File: config.mk
export PLATFORM = sky130hd
export DESIGN_NAME = multicycle_controller
export DESIGN_NICKNAME = d
export VERILOG_FILES = /design/src/rtl/multicycle_controller.sv
export SDC_FILE = /design/constraint.sdc
export NUM_CORES = 1
export LEC_CHECK = 0
export ABC_AREA = 0
export CORE_UTILIZATION = 40
export CTS_BUF_LIST = sky130_fd_sc_hd__clkbuf_8
export DETAILED_ROUTE_END_ITERATION = 6
export PLACE_DENSITY = 0.89
export SYNTH_ARGS = -nofsm -noshare
export SYNTH_HDL_FRONTEND = slang
export SYNTH_SLANG_ARGS = --single-unit
File: constraint.sdc
create_clock -name clk -period 4.9 [get_ports clk]
set_input_delay 1.225 -clock clk [delete_from_list [all_inputs] [get_ports clk]]
set_output_delay 1.225 -clock clk [all_outputs]
set_load 0.01 [all_outputs]
File: src/rtl/multicycle_controller.sv
// multicycle_controller: Moore control FSM for a multicycle MIPS-style datapath.
// Drives datapath enables, mux selects and the ALU operation code from the
// registered state. Opcode only affects the next state, never the outputs.
// Optional feature: define BNE_EN to add the bne instruction (BNEEX state).
// Handshake: none; the controller advances one state per clock, and the
// current state is exposed on `state` for observation.
module multicycle_controller (
  input  logic       clk,
  input  logic       reset,
  input  logic [5:0] op,
  input  logic [5:0] funct,
  input  logic       zero,
  output logic       pcen,
  output logic       memwrite,
  output logic       irwrite,
  output logic       regwrite,
  output logic       alusrca,
  output logic       iord,
  output logic       memtoreg,
  output logic       regdst,
  output logic [1:0] alusrcb,
  output logic [1:0] pcsrc,
  output logic [2:0] alucontrol,
  output logic [3:0] state
);

  typedef enum logic [3:0] {
    FETCH   = 4'd0,
    DECODE  = 4'd1,
    MEMADR  = 4'd2,
    MEMRD   = 4'd3,
    MEMWB   = 4'd4,
    MEMWR   = 4'd5,
    RTYPEEX = 4'd6,
    RTYPEWB = 4'd7,
    BEQEX   = 4'd8,
    ADDIEX  = 4'd9,
    ADDIWB  = 4'd10,
    JEX     = 4'd11,
    BNEEX   = 4'd12
  } state_t;

  state_t     cur_state;
  state_t     nxt_state;
  state_t     out_state;
  logic       pcwrite;
  logic       branch;
  logic       branchne;
  logic [1:0] aluop;
  logic       legal;

  // State register; reset wins over any pending transition.
  always_ff @(posedge clk) begin
    if (reset) cur_state <= FETCH;
    else       cur_state <= nxt_state;
  end

  // Next-state logic; unused encodings fall back to FETCH.
  always_comb begin
    nxt_state = FETCH;
    case (cur_state)
      FETCH:   nxt_state = DECODE;
      DECODE: begin
        case (op)
          6'b100011, 6'b101011: nxt_state = MEMADR;
          6'b000000:            nxt_state = RTYPEEX;
          6'b000100:            nxt_state = BEQEX;
          6'b001000:            nxt_state = ADDIEX;
          6'b000010:            nxt_state = JEX;
`ifdef BNE_EN
          6'b000101:            nxt_state = BNEEX;
`endif
          default:              nxt_state = FETCH;
        endcase
      end
      MEMADR:  nxt_state = (op == 6'b100011) ? MEMRD : MEMWR;
      MEMRD:   nxt_state = MEMWB;
      RTYPEEX: nxt_state = RTYPEWB;
      ADDIEX:  nxt_state = ADDIWB;
      default: nxt_state = FETCH;
    endcase
  end

  // While reset is held the outputs present FETCH values, so an abandoned
  // instruction cannot issue a late memory or register write.
  assign out_state = reset ? FETCH : cur_state;

  // Moore output decode from the (reset-overridden) state.
  always_comb begin
    pcwrite  = 1'b0;
    branch   = 1'b0;
    branchne = 1'b0;
    memwrite = 1'b0;
    irwrite  = 1'b0;
    regwrite = 1'b0;
    alusrca  = 1'b0;
    iord     = 1'b0;
    memtoreg = 1'b0;
    regdst   = 1'b0;
    alusrcb  = 2'b00;
    pcsrc    = 2'b00;
    aluop    = 2'b00;
    legal    = 1'b1;
    case (out_state)
      FETCH:   begin alusrcb = 2'b01; irwrite = 1'b1; pcwrite = 1'b1; end
      DECODE:  alusrcb = 2'b11;
      MEMADR:  begin alusrca = 1'b1; alusrcb = 2'b10; end
      MEMRD:   iord = 1'b1;
      MEMWB:   begin memtoreg = 1'b1; regwrite = 1'b1; end
      MEMWR:   begin iord = 1'b1; memwrite = 1'b1; end
      RTYPEEX: begin alusrca = 1'b1; aluop = 2'b10; end
      RTYPEWB: begin regdst = 1'b1; regwrite = 1'b1; end
      BEQEX:   begin alusrca = 1'b1; aluop = 2'b01; pcsrc = 2'b01; branch = 1'b1; end
      ADDIEX:  begin alusrca = 1'b1; alusrcb = 2'b10; end
      ADDIWB:  regwrite = 1'b1;
      JEX:     begin pcsrc = 2'b10; pcwrite = 1'b1; end
`ifdef BNE_EN
      BNEEX:   begin alusrca = 1'b1; aluop = 2'b01; pcsrc = 2'b01; branchne = 1'b1; end
`endif
      default: legal = 1'b0;
    endcase
  end

  // ALU decoder: fixed add/sub for aluop 00/01, funct field for R-type.
  always_comb begin
    alucontrol = 3'b010;
    case (aluop)
      2'b00: alucontrol = 3'b010;
      2'b01: alucontrol = 3'b110;
      2'b10: begin
        case (funct)
          6'b100000: alucontrol = 3'b010;
          6'b100010: alucontrol = 3'b110;
          6'b100100: alucontrol = 3'b000;
          6'b100101: alucontrol = 3'b001;
          6'b101010: alucontrol = 3'b111;
          default:   alucontrol = 3'b010;
        endcase
      end
      default: alucontrol = 3'b010;
    endcase
    if (!legal) alucontrol = 3'b000;
  end

  assign pcen  = pcwrite | (branch & zero) | (branchne & ~zero);
  assign state = cur_state;

endmodule

Word-level counts from Yosys, hierarchy flattened:

Cells that the tools add are included.

* word-level logic and storage cells: 60
* input port bits: 15
* output and inout bits: 19
* register bits after elaboration: 4

* reduce and logical (&&, ||, !) cells: 10
* equal/unequal tests: 27
* muxes and demuxes: 20
* bitwise gates (word level): 2

Operator list (count)
* equality test 6 bit, second input constant: 6
* case mux 4 bit (6 select lines): 1
* equality test 4 x 3 -> 1 bit, second input constant: 5
* equality test 4 bit, second input constant: 5
* case mux 4 bit (5 select lines): 1
* equality test 4 x 2 -> 1 bit, second input constant: 4
* case mux 3 bit (4 select lines): 1
* OR reduction 12 bit: 1
* 2-to-1 mux 1 bit: 10
* equality test 4 x 1 -> 1 bit, second input constant: 2
* zero test 4 bit: 2
* case mux 2 bit (2 select lines): 2
* OR reduction 2 bit: 4
* equality test 6 x 2 -> 1 bit, second input constant: 1
* equality test 6 x 3 -> 1 bit, second input constant: 1
* equality test 6 x 4 -> 1 bit, second input constant: 1
* zero test 6 bit: 1
* 2-to-1 mux 3 bit: 2
* case mux 2 bit (3 select lines): 1
* case mux 3 bit (2 select lines): 1
* 2-to-1 mux 4 bit: 1
* OR reduction 4 bit: 1
* OR reduction 3 bit: 1
* equality test 2 x 1 -> 1 bit, second input constant: 1
* 3 further kinds: 3

Longest topological paths before layout:

* depth in word-level cells: 6
* depth in mapped cells: 7
* mapped depth without buffers: 7

Worst setup path after synthesis:

Ideal clock, no wire load.

* path type: input -> output
* start: input port reset
* end: output port alucontrol[0]
* data arrival time: 2.500 ns
* required time: 3.675 ns
* slack: 1.175 ns
* stages: 6
* cell sequence: inv_1 -> nand2_1 -> or2_2 -> ha_1 -> or2_2 -> nor3_1

* word-level cells in the longest chain between the ends: 6
* elaborated cells on any way between the ends: 20

Ends and longest elaborated chain
* start, declared: line 9 `input logic reset,`
* 2-to-1 mux 4 bit *: line 86 `assign out_state = reset ? FETCH : cur_state;`
* equality test 4 bit or equality test 4 x 3 -> 1 bit (tied branches): line 104 `case (out_state)`
* case mux 2 bit (2 select lines): line 104
* equality test 2 bit or equality test 2 x 1 -> 1 bit (tied branches): line 127 `case (aluop)`
* case mux 3 bit (2 select lines): line 127
* 2-to-1 mux 3 bit *: line 142 `if (!legal) alucontrol = 3'b000;`
* end, declared: line 23 `output logic [2:0] alucontrol,`

Every way passes the cells marked *; elsewhere a longest branch is shown, timed or not.

Worst setup path after layout:

Same ends and word-level chain as after synthesis.

==> results.md <==
- Maxcap violations: 0
- Crit path arrival time: 3510 ps
- Number of I/O pins: 34
- Via count: 730
- Global Route met2 Usage: 0.504
- Most frequent cells in the layout: clkdlybuf4s50_1 (33), nor2_1 (13), nor3_1 (5), a21oi_1 (5), o21ai_0 (5)
- Root buf cell: clkbuf_8
- DR WL/cell: 13.2 um
- Period Utilization, post-route: 0.966
- Clk sink count: 4
- Met1 Usage GRT: 0.272
- Placed insts: 130
- DRC: 0
- FP Rows: 13
- Crit path launch type: input port
- Die footprint: 1550 um^2
- Final setup fails: 0
- Worst-Margin Slew: 559 ps
- Antenna violations before repair: 0
- Overall die width: 39.4 um
- Clk network pwr share: 0.497
- Port Buffers: 33
- Final Skew: 5.84 ps
- Drt total wl: 1760 um
- Core Region: 1300 um^2
- Final net count: 137
- First-pass GRT wire length: 2820 um
- Fin Hold WS: 664 ps
- Post-DP HPWL: 1340 um
- Hold WC Path Type: register to register
- Worst-path maximum fanout: 3
- Syn_nets: 102
- H-tree depth: 1
- Synth Flop Type: dfxtp_1
- Overflow after GRT: 0
- TritonCTS buffer count: 3
- Initial Utilization: 0.429
- Fillers: 118
- Worst skew pair latency: 230 ps
- Post-CTS sizing: 0
- Max-slew violation count: 0
- Die height: 39.4 um
- Status: finished, final reports clean
- CP required: 3670 ps
- Peak VDD IR: 0.145 mV
- Seq/Total Area, Yosys: 0.143
- Area post-placement: 893 um^2
- CTS tree: yes
- Post-route ant nets: 0
- Tmin final: 4730 ps
- P_sw: 0.0385 mW
- Crit path kind: input port to primary output
- Final instance area: 935 um^2
- FF+latch count, synth: 4
- Worst-path clk slew: 40 ps
- Commonest non-fill, non-tap cell in the layout: clkdlybuf4s50_1
- Post-synthesis cell count: 85
- Synth unique cells: 34
- CP endpoint kind: primary output
- Max FFs per register: 4
- GRT busiest layer: met2
- Leading area contributor after synthesis: dfxtp_1
- Global Route Usage Sum: 0.270
- Pwr Density: 157 nW/um^2
- Synth-to-Final Area Change: 67.5%
- Hold Vio Cnt, Final: 0
- Placer Congestion: 0.792
- Synth Area per Inst: 6.57 um^2
- Ys Warns: 0
- Pint: 0.108 mW
- Max-Slew Margin vs Limit: 0.627
- First DRT Iteration DRCs: 4
- Via-to-Cell Ratio: 5.49
- Setup bufs post-CTS: 0
- Pin count of the biggest net entering global routing: 18
- Switching part of the total: 0.263
- Layout cell share with drive strength beyond 1: 0.0847
- RSZ-0062 raised after global routing: false
- Async S/R FF share, synth: 0
- Sequential Power Share: 0.255
- Final core occ: 0.718
- Vias in the first global route: 679
- Post-Synthesis Cell Area: 558 um^2
- Hold_buf cts: 0
- Met3 usage: 0.0625
- Non-filler cells in the finished layout: 133
- Number of flops mapped to enable cells by yosys: 0
- Pre-antenna DRT Iters: 4
- Comb pwr share: 0.248
- Synth area leaders: dfxtp_1 (14%), nor2_1 (8.7%), a21oi_1 (4.5%)
- Highest Clock Rate: 211 MHz
- Antenna diode count: 0
- Share of Yosys cell area claimed by the top area cell type: 0.143
- Fin Setup TNS: 0 ps
- Deepest clock path buffer count: 2
- Static Leak: 0.325 nW
routing by layer:
layer	vias up	share of wire	wire [um]
li1	376	-	-
met4	0	0.017	29
met1	319	0.42	744
met2	31	0.49	869
met5	-	0	0
met3	4	0.064	112
through the flow:
step	worst slack (ps)	power, mW
detailed placement	183	0.0735
finish	169	0.146
floorplan	1180	0.0514
global placement	235	0.0722
CTS	176	0.147
global route	55.9	0.153
cell families after synthesis:
group,share of synthesized area
fa+ha+maj,0.0448
simple gates,0.475
xor+xnor,0.0471
buf+inv,0.0785
flops,0.144
compound gates,0.211
synth_stat cells (2+ instances only):
library cell,number
a21o_1,2
a21oi_1,5
a31oi_1,2
buf_2,2
clkbuf_1,2
dfxtp_1,4
ha_1,2
inv_1,4
nand2_1,4
nand3_1,3
nand3b_1,2
nor2_1,13
nor2b_1,3
nor3_1,5
nor3b_1,3
nor4_1,4
o21ai_0,5
or2_2,3
xnor2_1,2
power by group through the flow:
stage / clock [mW] / combinational (mW) / sequential (mW)
CTS: 0.0740 / 0.0361 / 0.0373
finish: 0.0727 / 0.0362 / 0.0374
global route: 0.0756 / 0.0398 / 0.0377
detailed placement: 0 / 0.0358 / 0.0377
floorplan: 0 / 0.0156 / 0.0357
global placement: 0 / 0.0346 / 0.0376
cell type report:
type | instances | area [um^2] | area share
Multi-Input combinational cell | 72 | 434 | 0.465
Tap cell | 15 | 18.8 | 0.0201
Sequential cell | 4 | 80.1 | 0.0857
Clock buffer | 3 | 41.3 | 0.0442
Timing Repair Buffer | 35 | 345 | 0.369
Inverter | 4 | 15.0 | 0.0161
critical path: stages:
cell             delay, ps
clkdlybuf4s50_1        450
inv_1                  100
nand2_1                 80
or2_2                  340
ha_1                   290
or2_2                  310
nor3_1                 140
clkdlybuf4s50_1        560
path summary, 6_finish.rpt:
check | start | end | slack, ps | cells after the start
hold / removal | state[3] | state[1] | 660 | 2
hold reg to reg | state[3] | state[1] | 660 | 2
setup reg to reg | state[1] | state[1] | 3180 | 3
setup / recovery | reset | alucontrol[0] | 170 | 8
Power figures use the tool's default switching activity.
